$ cat src/rtl/uart_pkg.sv
`default_nettype none
// ============================================================================
//  Module      : uart_pkg
//  Description : Shared definitions for the oversampling UART receiver.
//                Parity mode codes, receiver state encoding and a counter
//                width helper.
//  Revision    : 1.0 - initial release
// ============================================================================
package uart_pkg;

    localparam int PARITY_NONE = 0;
    localparam int PARITY_ODD  = 1;
    localparam int PARITY_EVEN = 2;

    typedef enum logic [2:0] {
        ST_IDLE   = 3'd0,
        ST_START  = 3'd1,
        ST_DATA   = 3'd2,
        ST_PARITY = 3'd3,
        ST_STOP   = 3'd4
    } rx_state_t;

    // Bits needed to count 0..cycles-1 (never less than one bit).
    function automatic int cyc_width(input int cycles);
        return (cycles <= 2) ? 1 : $clog2(cycles);
    endfunction

endpackage
`default_nettype wire

$ cat src/rtl/uart_bit_sampler.sv
`default_nettype none
// ============================================================================
//  Module      : uart_bit_sampler
//  Description : 2-flop input synchroniser, falling-edge detect and 3-tap
//                majority vote around the bit centre.
//  Ports       : clk, rst      - clock, synchronous active-high reset
//                signal_in     - asynchronous RX line (idles high)
//                cyc           - bit-phase counter from the receiver FSM
//                s_in          - synchronised line
//                fall          - s_in went 1 -> 0 this cycle
//                bit_dec       - majority of taps MID-1, MID and live s_in;
//                                valid in the cycle cyc == MID+1
//  Revision    : 1.0 - initial release
// ============================================================================
module uart_bit_sampler
    import uart_pkg::*;
#(
    parameter int CYCLES_PER_SYMBOL = 16,
    parameter int CYC_W             = cyc_width(CYCLES_PER_SYMBOL)
) (
    input  logic             clk,
    input  logic             rst,
    input  logic             signal_in,
    input  logic [CYC_W-1:0] cyc,
    output logic             s_in,
    output logic             fall,
    output logic             bit_dec
);

    localparam int               c_MID  = (CYCLES_PER_SYMBOL - 1) >> 1;
    localparam logic [CYC_W-1:0] c_TAP0 = CYC_W'(c_MID - 1);
    localparam logic [CYC_W-1:0] c_TAP1 = CYC_W'(c_MID);

    logic r_sync1;
    logic r_sync2;
    logic r_prev;
    logic r_tap0;
    logic r_tap1;

    // Synchroniser and edge register preset to the idle level so that a
    // reset never fabricates a falling edge.
    always_ff @(posedge clk) begin
        if (rst) begin
            r_sync1 <= 1'b1;
            r_sync2 <= 1'b1;
            r_prev  <= 1'b1;
            r_tap0  <= 1'b1;
            r_tap1  <= 1'b1;
        end else begin
            r_sync1 <= signal_in;
            r_sync2 <= r_sync1;
            r_prev  <= r_sync2;
            if (cyc == c_TAP0) r_tap0 <= r_sync2;
            if (cyc == c_TAP1) r_tap1 <= r_sync2;
        end
    end

    assign s_in    = r_sync2;
    assign fall    = r_prev & ~r_sync2;
    // Third tap is the live sample, so the vote is ready at cyc == MID+1.
    assign bit_dec = (r_tap0 & r_tap1) | (r_tap0 & r_sync2) | (r_tap1 & r_sync2);

endmodule
`default_nettype wire

$ cat src/rtl/uart_rx_os.sv
`default_nettype none
// ============================================================================
//  Module      : uart_rx_os
//  Description : Oversampling UART receiver with configurable data width,
//                parity and stop bits, start-glitch rejection, error flags
//                and a valid/ready output with overrun reporting.
//  Ports       : clk, rst      - clock, synchronous active-high reset
//                signal_in     - asynchronous RX line (idles high)
//                data_out      - received word, bit 0 = first data bit
//                data_valid    - data_out holds an unconsumed word
//                data_ready    - sink accepts the word while data_valid
//                parity_err    - parity mismatch in the held word
//                frame_err     - a stop bit of the held word sampled low
//                overrun       - 1-cycle pulse when a completed frame drops
//                busy          - receiver is not idle
//  Revision    : 1.0 - initial release
// ============================================================================
module uart_rx_os
    import uart_pkg::*;
#(
    parameter int CYCLES_PER_SYMBOL = 125_000_000 / 115_200,
    parameter int DATA_BITS         = 8,
    parameter int PARITY            = 0,
    parameter int STOP_BITS         = 1
) (
    input  logic                 clk,
    input  logic                 rst,
    input  logic                 signal_in,
    output logic [DATA_BITS-1:0] data_out,
    output logic                 data_valid,
    input  logic                 data_ready,
    output logic                 parity_err,
    output logic                 frame_err,
    output logic                 overrun,
    output logic                 busy
);

    localparam int c_CYC_W   = cyc_width(CYCLES_PER_SYMBOL);
    localparam int c_MID     = (CYCLES_PER_SYMBOL - 1) >> 1;
    localparam int c_BIT_MAX = (DATA_BITS > STOP_BITS) ? DATA_BITS : STOP_BITS;
    localparam int c_BIT_W   = cyc_width(c_BIT_MAX);

    localparam logic [c_CYC_W-1:0] c_DEC_CYC   = c_CYC_W'(c_MID + 1);
    localparam logic [c_CYC_W-1:0] c_LAST_CYC  = c_CYC_W'(CYCLES_PER_SYMBOL - 1);
    localparam logic [c_BIT_W-1:0] c_LAST_DATA = c_BIT_W'(DATA_BITS - 1);
    localparam logic [c_BIT_W-1:0] c_LAST_STOP = c_BIT_W'(STOP_BITS - 1);

    generate
        if (CYCLES_PER_SYMBOL < 4) begin : g_bad_cps
            $error("uart_rx_os: CYCLES_PER_SYMBOL must be >= 4");
        end
        if (DATA_BITS < 5 || DATA_BITS > 9) begin : g_bad_data
            $error("uart_rx_os: DATA_BITS must be 5..9");
        end
        if (PARITY < 0 || PARITY > 2) begin : g_bad_parity
            $error("uart_rx_os: PARITY must be 0, 1 or 2");
        end
        if (STOP_BITS < 1) begin : g_bad_stop
            $error("uart_rx_os: STOP_BITS must be >= 1");
        end
    endgenerate

    rx_state_t              r_state;
    rx_state_t              w_next;
    logic [c_CYC_W-1:0]     r_cyc;
    logic [c_BIT_W-1:0]     r_bit;
    logic [DATA_BITS-1:0]   r_shift;
    logic                   r_par_pend;
    logic                   r_frm_pend;
    logic                   r_armed;
    logic [DATA_BITS-1:0]   r_data;
    logic                   r_valid;
    logic                   r_perr;
    logic                   r_ferr;
    logic                   r_overrun;

    logic w_s_in;
    logic w_fall;
    logic w_bit_dec;
    logic w_dec;
    logic w_start;
    logic w_busy;
    logic w_done;
    logic w_frm_final;
    logic w_par_exp;
    logic w_load;

    uart_bit_sampler #(
        .CYCLES_PER_SYMBOL (CYCLES_PER_SYMBOL),
        .CYC_W             (c_CYC_W)
    ) u_sampler (
        .clk       (clk),
        .rst       (rst),
        .signal_in (signal_in),
        .cyc       (r_cyc),
        .s_in      (w_s_in),
        .fall      (w_fall),
        .bit_dec   (w_bit_dec)
    );

    // In IDLE r_cyc sits at 0, so the edge-detect cycle is bit phase 0.
    // That value can never equal MID+1 (>= 2), so w_dec is inert in IDLE.
    assign w_dec   = (r_cyc == c_DEC_CYC);
    assign w_start = (r_state == ST_IDLE) & w_fall & r_armed;

    // ---------------- state register ----------------
    always_ff @(posedge clk) begin
        if (rst) r_state <= ST_IDLE;
        else     r_state <= w_next;
    end

    // ---------------- next-state logic ----------------
    always_comb begin
        w_next = r_state;
        case (r_state)
            ST_IDLE:   if (w_start) w_next = ST_START;
            ST_START:  if (w_dec)   w_next = w_bit_dec ? ST_IDLE : ST_DATA;
            ST_DATA:   if (w_dec && r_bit == c_LAST_DATA)
                           w_next = (PARITY != PARITY_NONE) ? ST_PARITY : ST_STOP;
            ST_PARITY: if (w_dec)   w_next = ST_STOP;
            ST_STOP:   if (w_dec && r_bit == c_LAST_STOP) w_next = ST_IDLE;
            default:   w_next = ST_IDLE;
        endcase
    end

    // ---------------- output / strobe logic ----------------
    always_comb begin
        w_busy      = (r_state != ST_IDLE);
        w_done      = (r_state == ST_STOP) && w_dec && (r_bit == c_LAST_STOP);
        w_frm_final = r_frm_pend | ~w_bit_dec;
        // Parity bit value that makes the total ones count odd/even.
        w_par_exp   = (PARITY == PARITY_ODD) ? ~^r_shift : ^r_shift;
        w_load      = w_done & (~r_valid | data_ready);
    end

    // ---------------- datapath ----------------
    always_ff @(posedge clk) begin
        if (rst) begin
            r_cyc      <= '0;
            r_bit      <= '0;
            r_shift    <= '0;
            r_par_pend <= 1'b0;
            r_frm_pend <= 1'b0;
            r_armed    <= 1'b0;
            r_data     <= '0;
            r_valid    <= 1'b0;
            r_perr     <= 1'b0;
            r_ferr     <= 1'b0;
            r_overrun  <= 1'b0;
        end else begin
            if (w_next == ST_IDLE)        r_cyc <= '0;
            else if (r_state == ST_IDLE)  r_cyc <= c_CYC_W'(1);
            else if (r_cyc == c_LAST_CYC) r_cyc <= '0;
            else                          r_cyc <= r_cyc + 1'b1;

            if (w_start) begin
                r_bit      <= '0;
                r_par_pend <= 1'b0;
                r_frm_pend <= 1'b0;
            end else if (w_dec) begin
                case (r_state)
                    ST_DATA: begin
                        r_shift <= {w_bit_dec, r_shift[DATA_BITS-1:1]};
                        r_bit   <= (r_bit == c_LAST_DATA) ? '0 : r_bit + 1'b1;
                    end
                    ST_PARITY: if (w_bit_dec != w_par_exp) r_par_pend <= 1'b1;
                    ST_STOP: begin
                        if (!w_bit_dec) r_frm_pend <= 1'b1;
                        r_bit <= r_bit + 1'b1;
                    end
                    default: ;
                endcase
            end

            // A framing error on a line still held low is a break: stay
            // disarmed until the line is seen idle again.
            if (w_done && w_frm_final && !w_s_in) r_armed <= 1'b0;
            else if (w_s_in)                      r_armed <= 1'b1;

            r_overrun <= w_done & ~w_load;
            if (w_load) begin
                r_data  <= r_shift;
                r_perr  <= r_par_pend;
                r_ferr  <= w_frm_final;
                r_valid <= 1'b1;
            end else if (r_valid && data_ready) begin
                r_valid <= 1'b0;
            end
        end
    end

    assign data_out   = r_data;
    assign data_valid = r_valid;
    assign parity_err = r_perr;
    assign frame_err  = r_ferr;
    assign overrun    = r_overrun;
    assign busy       = w_busy;

endmodule
`default_nettype wire

$ cat config.mk
export PLATFORM = sky130hd
export DESIGN_NAME = uart_rx_os
export DESIGN_NICKNAME = d
export VERILOG_FILES = /design/src/rtl/uart_pkg.sv /design/src/rtl/uart_bit_sampler.sv /design/src/rtl/uart_rx_os.sv
export SDC_FILE = /design/constraint.sdc
export NUM_CORES = 1
export LEC_CHECK = 0
export ABC_AREA = 1
export ABC_CLOCK_PERIOD_IN_PS = 4500
export BUFFER_PORTS_ARGS = -buffer_cell sky130_fd_sc_hd__buf_2
export CAP_MARGIN = 10
export CORE_MARGIN = 4
export CORE_UTILIZATION = 63
export DETAILED_ROUTE_END_ITERATION = 10
export PLACE_DENSITY = 0.82
export SETUP_SLACK_MARGIN = 0.5
export SYNTH_ARGS = -nofsm -noshare
export SYNTH_HDL_FRONTEND = slang
export SYNTH_SLANG_ARGS = --single-unit
$ cat constraint.sdc
create_clock -name clk -period 4.5 [get_ports clk]
set_clock_uncertainty 0.1 [all_clocks]
set_input_delay 0.45 -clock clk [delete_from_list [all_inputs] [get_ports clk]]
set_output_delay 0.45 -clock clk [all_outputs]
set_load 0.05 [all_outputs]
==> results.txt <==
Leakage power: 0.000963 uW
Worst EP arrival: 2.07 ns
Post-synth EDFFs: 0
Synth Net Count: 297
Initial antenna violation count: 0
Crit end category: flip-flop
Post-CTS sizing: 0
Post-synth top area share: 41.2%
Compound-cell area share of the yosys netlist: 13.4%
H-Tree Depth: 2
Setup TNS: 0 ns
Worst r2r dst: r_cyc[2]
IO Pins: 17
Cell depth of the worst flop-to-flop path: 11
Die area: 4480 um^2
Xor and xnor fraction of the mapped netlist area: 4.01%
Crit Path Class: reg -> reg
Synth-to-layout area growth: 7.16%
Crit path max fanout: 10
Worst-path clk slew: 0.12 ns
Ys flop type: dfxtp_1
Hold buffers post-CTS: 0
CTS Buf Count: 5
Synth unique cells: 31
Hpwl dp: 2930 um
Avg Cell Area, Syn: 7.64 um^2
Largest delay share family, worst path: simple AND/OR/NAND/NOR gates
Largest stage delay, worst path: 0.40 ns
DR iter-0 viols: 92
Most frequent CP cell: nand2_2
CTS Sinks: 45
Critical Path Source: r_cyc[1]
# setup viols final: 0
RSZ-0062 raised after global routing: false
Crit-path cells: ha_1, nand3_2, nor2_4, nand2_2, nor2_2, inv_1, nand3_2, nand2_2, nand2_2, nand2_4, nor2_1
CTS tree: done
P_sw: 139 uW
Nature of the critical path startpoint: flip-flop
Row count: 21
Tmin final: 1.89 ns
Chip width: 66.9 um
Filler instances: 292
Vias per cell: 5.05
Final instance area: 2340 um^2
Max Clock Freq: 530 MHz
Worst R2R Setup Slack: 2.61 ns
Clk pwr share: 30.6%
Fin crit share: 41.9%
Maximum clock insertion buffer count: 2
Asr flop ratio synth: 0%
Root buf cell: clkbuf_4
WHS: 0.166 ns
Post-synth top cells: 52 x nand2_1, 45 x dfxtp_1, 42 x inv_1
Max cap viols: 0
Largest net degree at the start of global routing: 25
Critical Path RT: 4.69 ns
Worst hold-check path type: in -> reg
Layout cells sized above 1: 15.4%
Slew HR: 60.0%
Synth area leader: dfxtp_1
Cell internal pwr: 467 uW
IO buf count: 16
Top-count cell post-synth: nand2_1
Top cells by area, synth: dfxtp_1 41%, nand2_1 8.9%, inv_1 7.2%
Post-route ant nets: 0
Power per standard cell area: 259 nW/um^2
Initial core utilization: 65.5%
Synth Area in Adders: 4.01%
First-pass GRT wire length: 7000 um
Final hold violation count: 0
Hold Crit Depth: 2
DP Area: 2290 um^2
Sequential share of the synthesized area: 41.2%
Worst VDD drop: 0.000201 V
Hold Path End: u_sampler.r_sync1
Synth Instances: 286
Status: complete, no violations
Ant diodes: 0
Slew @ Worst Pin: 0.594 ns
Mapped Area: 2190 um^2
Max Slew Vio Count: 0
Drt drc: 0
Average wire per standard cell: 10.9 um
WP buf/inv: 1
Hold Path Origin: signal_in
Nets@finish: 315
Drt pass-1 iters: 4
Largest family of logic cells by synthesized area: simple AND/OR/NAND/NOR gates
Vias in the first global route: 1649
Clock Latency Late Sink: 0.36 ns
Routed WL: 3830 um
Postcts setup bufs: 0
Aggregate global-route resource usage: 20.5%
Register bit count reported by yosys: 45
Slowest CP cell: dfxtp_1
Gr ovfl total: 0
R2R Path Start: r_cyc[1]
Die Y: 66.9 um
Vias: 1773
Gpl congestion: 0.825
Logic gate share of total power: 3.0%
Simple-gate share of the synthesized area: 27.9%
Core area: 3340 um^2
Multiplexer share of the synthesized area: 0%
YS warnings: 0
Sequential share of power: 66.4%
Switching fraction of total power: 22.9%
==> state kept, by name, indices dropped and copies added, names as in the netlist <==
register / cells
data_valid: 1
r_state: 3
u_sampler.r_sync1: 1
r_cyc: 11
r_armed: 1
u_sampler.s_in: 1
u_sampler.r_tap1: 1
u_sampler.r_tap0: 1
overrun: 1
u_sampler.r_prev: 1
parity_err: 1
r_frm_pend: 1
data_out: 8
r_shift: 8
r_bit: 3
r_par_pend: 1
frame_err: 1
==> power by group through the flow <==
stage	Combinational, uW	Clock [uW]	Sequential [uW]
global route	20.5	211	403
global placement	17.6	0	411
floorplan	13.8	0	411
CTS	18.2	194	403
detailed placement	18.0	0	412
finish	18.0	186	403
==> routing by layer <==
layer / global-route usage (%) / part of all wire (%) / up-vias
met2: 33.2 / 46 / 26
met3: 4.05 / 3.5 / 6
li1: - / - / 948
met1: 26.3 / 50 / 793
met4: 8.35 / 1.2 / 0
met5: 0 / 0 / -
==> worst max path at each step <==
stage	end	slack, ns	cells after the start
final	r_cyc[2]	2.61	11
after global routing	r_cyc[2]	2.45	10
after CTS	r_cyc[2]	2.62	11
after detailed placement	r_bit[1]	2.53	4
after global placement	r_bit[2]	2.62	4
after floorplan	r_cyc[2]	2.86	10
==> cell usage in the layout (no fill, tap or decap), drive strengths merged <==
| cell type | synthesis | routed |
|---|---|---|
| nand4 | 4 | 4 |
| nor2 | 34 | 34 |
| xor2 | 8 | 8 |
| nand3 | 13 | 13 |
| dfxtp | 45 | 45 |
| xnor2 | 2 | 2 |
| a21oi | 26 | 26 |
| clkinvlp | 0 | 2 |
| or2 | 2 | 2 |
| a211oi | 3 | 3 |
| a31oi | 2 | 2 |
| clkbuf | 3 | 6 |
| nor3 | 8 | 8 |
| nand2 | 57 | 57 |
| nand3b | 2 | 2 |
| inv | 45 | 45 |
| ha | 7 | 7 |
| o21ai | 20 | 20 |
| buf | 2 | 16 |
| o211ai | 3 | 3 |
==> cell type report <==
type | count | area, um^2 | share of cell area [%]
inverters | 45 | 169 | 7.21
flip-flops and latches | 45 | 901 | 38.5
clock buffers | 6 | 41.3 | 1.76
multi-input cells | 191 | 1080 | 46.0
well taps | 46 | 57.6 | 2.46
repair buffers | 16 | 80.1 | 3.42
clock inverters | 2 | 15.0 | 0.641
==> cells by family after synthesis <==
logic type	count (synthesis)
buf+inv	50
xor+xnor	10
simple gates	120
flops	45
fa+ha+maj	7
compound gates	54
==> stage by stage <==
stage	total power [uW]	setup slack (ns)	utilization, %	cells
2_1_floorplan	425	2.86	-	286
3_3_place_gp	429	2.62	68.5	343
3_5_place_dp	430	2.53	68.5	343
4_1_cts	615	2.62	70.2	351
5_1_grt	635	2.45	70.2	351
6_report	607	2.61	70.2	351
Note: power is estimated with default switching activity, not from simulation.
